### src/rtl/dmem_bus_bridge.sv
// Bridges the single-cycle core data-memory port onto a variable-latency valid/ready bus.
// Optional alignment checking is enabled by defining DMEM_BRIDGE_MISALIGN_EN.
module dmem_bus_bridge #(
    parameter int unsigned ADDR_W         = 32,
    parameter int unsigned DATA_W         = 32,
    parameter int unsigned TIMEOUT_CYCLES = 64
) (
    input  logic                clk,
    input  logic                reset,
    input  logic                core_re,
    input  logic                core_we,
    input  logic [DATA_W/8-1:0] core_be,
    input  logic [ADDR_W-1:0]   core_addr,
    input  logic [DATA_W-1:0]   core_wdata,
    output logic [DATA_W-1:0]   core_rdata,
    output logic                core_stall,
    output logic                core_err,
    output logic                bus_req_valid,
    input  logic                bus_req_ready,
    output logic                bus_req_we,
    output logic [DATA_W/8-1:0] bus_req_be,
    output logic [ADDR_W-1:0]   bus_req_addr,
    output logic [DATA_W-1:0]   bus_req_wdata,
    input  logic                bus_rsp_valid,
    input  logic [DATA_W-1:0]   bus_rsp_rdata,
    input  logic                bus_rsp_err
);

    localparam int unsigned BeW     = DATA_W / 8;
    localparam int unsigned CntBits = $clog2(TIMEOUT_CYCLES + 1);
    localparam int unsigned CntW    = (CntBits > 0) ? CntBits : 1;
    localparam logic [CntW-1:0] CntLast =
        CntW'((TIMEOUT_CYCLES == 0) ? 0 : TIMEOUT_CYCLES - 1);

    typedef enum logic [1:0] {StIdle, StReq, StRsp, StDone} state_e;

    state_e            state_q;
    logic              we_q;
    logic [BeW-1:0]    be_q;
    logic [ADDR_W-1:0] addr_q;
    logic [DATA_W-1:0] wdata_q;
    logic [DATA_W-1:0] rdata_q;
    logic              err_q;
    logic [CntW-1:0]   cnt_q;

    logic              access;
    logic              misaligned;
    logic              timeout_hit;
    logic [CntW-1:0]   cnt_inc;

    assign access = core_re | core_we;

`ifdef DMEM_BRIDGE_MISALIGN_EN
    logic [BeW-1:0] chk_be;
    assign chk_be     = core_we ? core_be : '1;
    assign misaligned = ((chk_be == '1) && (core_addr[1:0] != 2'b00)) ||
                        (((chk_be == BeW'(3)) || (chk_be == BeW'(12))) && core_addr[0]);
`else
    assign misaligned = 1'b0;
`endif

    // Counter holds its value once all-ones so it can never wrap back into range.
    assign cnt_inc     = (cnt_q == '1) ? cnt_q : cnt_q + CntW'(1);
    assign timeout_hit = (TIMEOUT_CYCLES != 0) && (cnt_q >= CntLast);

    always_ff @(posedge clk) begin
        if (reset) begin
            state_q <= StIdle;
            we_q    <= 1'b0;
            be_q    <= '0;
            addr_q  <= '0;
            wdata_q <= '0;
            rdata_q <= '0;
            err_q   <= 1'b0;
            cnt_q   <= '0;
        end else begin
            unique case (state_q)
                StIdle: begin
                    if (access) begin
                        we_q    <= core_we;
                        be_q    <= core_we ? core_be : '1;
                        addr_q  <= core_addr;
                        wdata_q <= core_we ? core_wdata : '0;
                        cnt_q   <= '0;
                        if (misaligned) begin
                            rdata_q <= '0;
                            err_q   <= 1'b1;
                            state_q <= StDone;
                        end else begin
                            state_q <= StReq;
                        end
                    end
                end
                StReq: begin
                    cnt_q <= cnt_inc;
                    // A handshake on the final cycle still wins over the timeout.
                    if (bus_req_ready) begin
                        state_q <= StRsp;
                    end else if (timeout_hit) begin
                        rdata_q <= '0;
                        err_q   <= 1'b1;
                        state_q <= StDone;
                    end
                end
                StRsp: begin
                    cnt_q <= cnt_inc;
                    if (bus_rsp_valid) begin
                        rdata_q <= we_q ? '0 : bus_rsp_rdata;
                        err_q   <= bus_rsp_err;
                        state_q <= StDone;
                    end else if (timeout_hit) begin
                        rdata_q <= '0;
                        err_q   <= 1'b1;
                        state_q <= StDone;
                    end
                end
                StDone: begin
                    state_q <= StIdle;
                end
                default: begin
                    state_q <= StIdle;
                end
            endcase
        end
    end

    assign bus_req_valid = (state_q == StReq);
    assign bus_req_we    = we_q;
    assign bus_req_be    = be_q;
    assign bus_req_addr  = addr_q;
    assign bus_req_wdata = wdata_q;

    assign core_stall = ((state_q == StIdle) && access) || (state_q == StReq) ||
                        (state_q == StRsp);
    assign core_rdata = (state_q == StDone) ? rdata_q : '0;
    assign core_err   = (state_q == StDone) && err_q;

endmodule

### config.mk
export PLATFORM = sky130hd
export DESIGN_NAME = dmem_bus_bridge
export DESIGN_NICKNAME = d
export VERILOG_FILES = /design/src/rtl/dmem_bus_bridge.sv
export SDC_FILE = /design/constraint.sdc
export NUM_CORES = 1
export LEC_CHECK = 0
export CORE_AREA = 2 2 126 91
export CTS_CLUSTER_SIZE = 14
export DETAILED_ROUTE_END_ITERATION = 10
export DIE_AREA = 0 0 128 93
export PLACE_DENSITY = 0.85
export RECOVER_POWER = 25
export SLEW_MARGIN = 20
export SYNTH_ARGS = -nofsm -noshare
export SYNTH_HDL_FRONTEND = slang
export SYNTH_SLANG_ARGS = --single-unit
### constraint.sdc
create_clock -name clk -period 2.46 [get_ports clk]
set_input_delay 0.738 -clock clk [delete_from_list [all_inputs] [get_ports clk]]
set_output_delay 0.738 -clock clk [all_outputs]
set_load 0.05 [all_outputs]
==> results of run 1 <==
-- flip-flops by register name, summed over array words and instances (netlist names) --
signal,cells
bus_req_addr,32
bus_req_be,4
bus_req_wdata,32
bus_req_we,1
cnt_q,7
err_q,1
rdata_q,32
state_q,2
-- power groups by stage --
stage	Sequential [mW]	Clock, mW	Combinational (mW)
after floorplan	2.49	0	0.487
after global placement	2.05	0	1.48
after detailed placement	2.06	0	1.51
after CTS	2.02	1.56	1.52
after global routing	2.04	1.63	1.61
final	2.02	1.53	1.51
-- metal layers --
metal  global-route usage  share of wire  vias up
li1                     -              -     2058
met1               0.2444           0.42     1957
met2               0.3592           0.49      164
met3              0.07208          0.074       24
met4              0.07784          0.023        0
met5                    0              0        -
-- critical path, stage by stage (launching register included) --
cell	delay [ns]
dfxtp_1	0.45
ha_1	0.18
buf_4	0.27
and2_1	0.23
buf_12	0.15
-- final timing paths --
path / from / end / slack (ns) / cells after the start
worst min-delay path: bus_req_wdata[25] / bus_req_wdata[25] / 0.45 / 2
worst max register to register: state_q[1] / cnt_q[5] / 0.31 / 6
worst min register to register: bus_req_wdata[25] / bus_req_wdata[25] / 0.45 / 2
worst max-delay path: state_q[1] / core_rdata[14] / 0.09 / 4
-- timing repair --
action                                  4_1_cts  5_1_grt
endpoints found under the setup margin        0        1
resized for setup                             0        1
hold buffers                                  0        0
setup buffers                                 0        0
-- metrics by stage --
step / util / std cells / setup slack (ns) / cell area, um2
detailed placement: 0.6339 / 812 / -0.09537 / 6802
finish: 0.6622 / 827 / 0.09211 / 7106
floorplan: - / 490 / 0.06295 / 4218
CTS: 0.6631 / 827 / 0.009938 / 7116
global route: 0.6622 / 827 / 0.01037 / 7106
global placement: 0.6339 / 812 / -0.01785 / 6802
-- layout make-up --
class / instances / area (um2)
multi-input combinational: 337 / 1836
clock inverter: 3 / 67.56
timing repair buffer: 223 / 2545
fill: 823 / 3625
inverter: 5 / 18.77
tap: 136 / 170.2
clock buffer: 12 / 246.5
sequential: 111 / 2222
-- synthesized netlist by cell type (all sizes together) --
cell type,number,area share
dfxtp,111,0.53
nand2,107,0.095
a21oi,76,0.090
and2,34,0.050
nand3,34,0.040
a22o,32,0.066
clkbuf,32,0.028
nor2,10,0.0089
o21ai,9,0.011
ha,7,0.021
buf,5,0.0074
inv,5,0.0045
nand3b,5,0.0089
or3,4,0.0059
nor3,3,0.0036
a2111oi,2,0.0042
nor4,2,0.0030
a211o,1,0.0021
a21o,1,0.0018
and3,1,0.0027
and4,1,0.0021
nand4,1,0.0015
nor3b,1,0.0030
o21a,1,0.0018
o21bai,1,0.0018
o31ai,1,0.0018
o41ai,1,0.0021
or2,1,0.0015
or4,1,0.0018
-- logic make-up after synthesis --
| family | after synthesis |
|---|---|
| AO/OA/AOI/OAI | 125 |
| AND/OR/NAND/NOR | 205 |
| buffers and inverters | 42 |
| flip-flops | 111 |
| adder cells (fa/ha/maj) | 7 |
==> metrics, run 1 <==
Int Pwr 3.408 mW; Detailed Routing Iterations Pass 1 4; Startpoint Class flop; Syn Inst Count 490; die height 93 um; Final Hold Violating Endpoints 0; switching part of the total 0.3266; Synth warnings 0; Seq cells post-synth 111; Pins Over Slew Limit 0; Setup violations, final 0; kind of critical path reg2out; Setup crit end kind primary output; clock insertion delay at the later pin of the skew report 0.34 ns; syn_nets 604; post-synthesis xor/xnor area fraction 0; number of I/O pins 211; Netlist cell types 31; share of cells above drive strength 1 0.09551; initial antenna violation count 0; Final nets 801; MaxCap Viol Count 0; Worst-Margin Slew 0.7108 ns; clock skew 0.008894 ns; CTS tree built; clk sinks 111; root buf cell clkbuf_16; Via-to-Cell Ratio 5.082; Total GRT Usage 0.2099; commonest non-fill, non-tap cell in the layout clkdlybuf4s50_1; Starting Density 0.3928; Min-Delay Path Class reg2reg; sequential area share after synthesis 0.5272; die area 11900 um2; first-pass GRT wire length 20.22 mm; commonest cells after routing, fill and taps aside 173 x clkdlybuf4s50_1, 111 x dfxtp_1, 106 x nand2_1; DRC viols 0; Fin Hold WS 0.4506 ns; Clk network pwr share 0.302; RSZ-0062 raised after global routing no; Gate power share 0.299; Core Region 10730 um2; total routed wirelength 12.70 mm; routed via count 4203; vias in the first global route 4227; Setup TNS 0 ns; Reg power frac 0.399; status finished clean; switching power total 1.653 mW; Site Rows 32; CTS Buffer Depth 2; pin count of the biggest net entering global routing 66; Rel. slew slack 0.5261; syn_area_per_cell 8.603 um2; Power Density 712.2 nW/um2; routed len/inst 15.35 um; Leakage 2.705 nW; Die W 128 um; Synth Area in Simple Gates 0.2289; mux share of post-synthesis cell area 0; Pwr Total 5.061 mW; Syn-to-layout area delta 68.57%; CP arrival 1.63 ns; Synth Area in Compound Gates 0.1828; GR Overflow Total 0; Clock Pin Slew Worst Setup and Hold Paths 0.07 ns; Post-Synth Adder-Cell Area 0.02078; Peak VDD IR 0.4257 mV; TritonCTS Buffers 9; final period utilization 0.9626; Post-DP HPWL 9.419 mm; combinational family with the most area after synthesis simple AND/OR/NAND/NOR gates; crit-path max FO 33; synthesized area 4215 um2; GP Congestion 0.7827; worst endpoint required time 1.72 ns; drt initial violations 147; Antenna Violating Nets Remaining 0; Ant. Diodes 0; Final Critical Period 2.368 ns; htree depth 3; fmax 0.4223 GHz; port bufs 210
Note: power is estimated with default switching activity, not from simulation.
==> inputs of run 2 (changes only) <==
Clock period 2.46 ns to 2.2 ns, I/O delays scaled along.
==> run 2 against run 1 <==
Die area did not move. Count of clock-buffer cells in the layout did not move. Largest power group unchanged. Via count up 1.3%. Hold slack worse by 0.0019 ns. Power grew 11%. Largest cell class unchanged. Core utilization increased by 1.5 points. Final cell count grew 0.73%. Non-clock buffer count rose by 4. Register-to-register slack lost 0.19 ns. Clock skew grew 0.0019 ns. Sequential cell count unchanged. Global-route usage hardly changed. Critical path type unchanged.
==> metrics, run 2 (synthesis results as in run 1) <==
port bufs 210; crit-path max FO 2; GP Congestion 0.7727; critical path's top delay family buffers and inverters; first-pass GRT wire length 20.07 mm; Setup crit end kind primary output; Startpoint Class flop; routed via count 4258; number of I/O pins 211; Rel. slew slack 0.5601; Worst R2R End cnt_q[5]; CTS tree built; Final Critical Period 2.159 ns; Layout fillers 825; status finished clean; Clock Pin Slew Worst Setup and Hold Paths 0.07 ns; Antenna Violating Nets Remaining 0; dpl cells 814; switching part of the total 0.3378; Final Non-Filler Cells 833; Min-Delay Path Class reg2reg; clock insertion delay at the later pin of the skew report 0.34 ns; GR Overflow Total 0; root buf cell clkbuf_16; setup ws final 0.04054 ns; drt initial violations 158; R2R depth 6; die area 11900 um2; kind of critical path reg2out; pin count of the biggest net entering global routing 74; CTS Buffer Depth 2; Site Rows 32; Bufs and invs on worst path 1; Detailed Routing Iterations Pass 1 5; RSZ-0062 raised after global routing yes; Via-to-Cell Ratio 5.112; final period utilization 0.9816; CP cell instances clkdlybuf4s50_1; slowest cell on the critical path clkdlybuf4s50_1; Setup violations, final 0; Starting Density 0.3928; Leakage 3.001 nW; Peak VDD IR 0.4429 mV; clk sinks 111; Reg power frac 0.403; Gate power share 0.310; Total GRT Usage 0.2096; CP arrival 1.50 ns; FF-to-FF Start state_q[0]; commonest cells after routing, fill and taps aside 149 x clkdlybuf4s50_1, 110 x dfxtp_1, 106 x nand2_1; worst endpoint required time 1.54 ns; fmax 0.4631 GHz; Clk network pwr share 0.287; Die W 128 um; share of cells above drive strength 1 0.1408; routed len/inst 15.67 um; Reg2Reg Setup Slack 0.12 ns; endpoint of the worst hold path bus_req_wdata[4]; Syn-to-layout area delta 72.40%; Pwr Total 5.608 mW; worst hold path depth 2; MaxCap Viol Count 0; TritonCTS Buffers 9; switching power total 1.894 mW; initial antenna violation count 1; Final nets 805; commonest non-fill, non-tap cell in the layout clkdlybuf4s50_1; Post-DP HPWL 9.430 mm; setup slack at placement -0.2186 ns; Int Pwr 3.714 mW; Power Density 771.7 nW/um2; htree depth 3; Final Hold Violating Endpoints 0; Fin Hold WS 0.4487 ns; vias in the first global route 4107; clock skew 0.01082 ns; die height 93 um; Worst-Margin Slew 0.6598 ns; Setup TNS 0 ns; largest stage delay on the critical path 0.82 ns; hold_sp bus_req_wdata[4]; Core Region 10730 um2; DRC viols 0; total routed wirelength 13.05 mm; Pins Over Slew Limit 0; Post-CTS Hold Fix Bufs 0
run 2: cell count changes in the layout (fill, tap and decap cells not counted), sizes merged, moves of 4 or more:
cell,change
dlygate4sd2,+4
dlymetal6s2s,+14
buf,+9
clkdlybuf4s50,-24
run 2: how the worst max path moves through the flow:
stage,from,to,slack (ns),cells past startpoint
after global placement,core_we,bus_req_addr[1],-0.08,6
final,bus_req_addr[19],bus_req_addr[19],0.04,1
after floorplan,core_we,core_stall,0.04,4
after detailed placement,core_we,bus_req_addr[16],-0.22,6
after global routing,state_q[1],core_rdata[27],-0.003,5
after CTS,state_q[1],core_rdata[27],0.003,5
run 2: area by class of cell:
cell class / count / area [um2] / share of cell area
Sequential cell: 111 / 2223 / 0.3060
Timing Repair Buffer: 227 / 2653 / 0.3650
Clock inverter: 4 / 55.05 / 0.007576
Tap cell: 136 / 170.2 / 0.02342
Antenna cell: 1 / 2.502 / 0.0003444
Clock buffer: 12 / 236.5 / 0.03254
Multi-Input combinational cell: 337 / 1908 / 0.2626
Inverter: 5 / 18.77 / 0.002583
run 2: timing repair:
item | 4_1_cts | 5_1_grt
setup buffers | 0 | 1
resized for setup | 8 | 37
endpoints found under the hold margin | 0 | 0
endpoints found under the setup margin | 36 | 50
gates cloned | 0 | 1
pin swaps | 0 | 1
run 2: routing by layer:
metal	share of wire	up-vias	wire length (um)	track usage
met3	0.075	13	984	0.07380
met4	0.014	0	187	0.06868
li1	-	2077	-	-
met5	0	-	0	0
met1	0.42	2014	5487	0.2536
met2	0.49	154	6391	0.3498
run 2: metrics by stage:
step	area (um2)	util
floorplan	4219	-
global route	7267	0.6772
detailed placement	6839	0.6374
global placement	6839	0.6374
CTS	7137	0.6651
finish	7267	0.6772
run 2: power by group through the flow:
| stage | Clock [mW] | Sequential [mW] | Combinational [mW] |
|---|---|---|---|
| after floorplan | 0 | 2.79 | 0.546 |
| after global placement | 0 | 2.29 | 1.69 |
| after detailed placement | 0 | 2.30 | 1.73 |
| after CTS | 1.66 | 2.26 | 1.73 |
| after global routing | 1.73 | 2.28 | 1.84 |
| final | 1.61 | 2.26 | 1.74 |
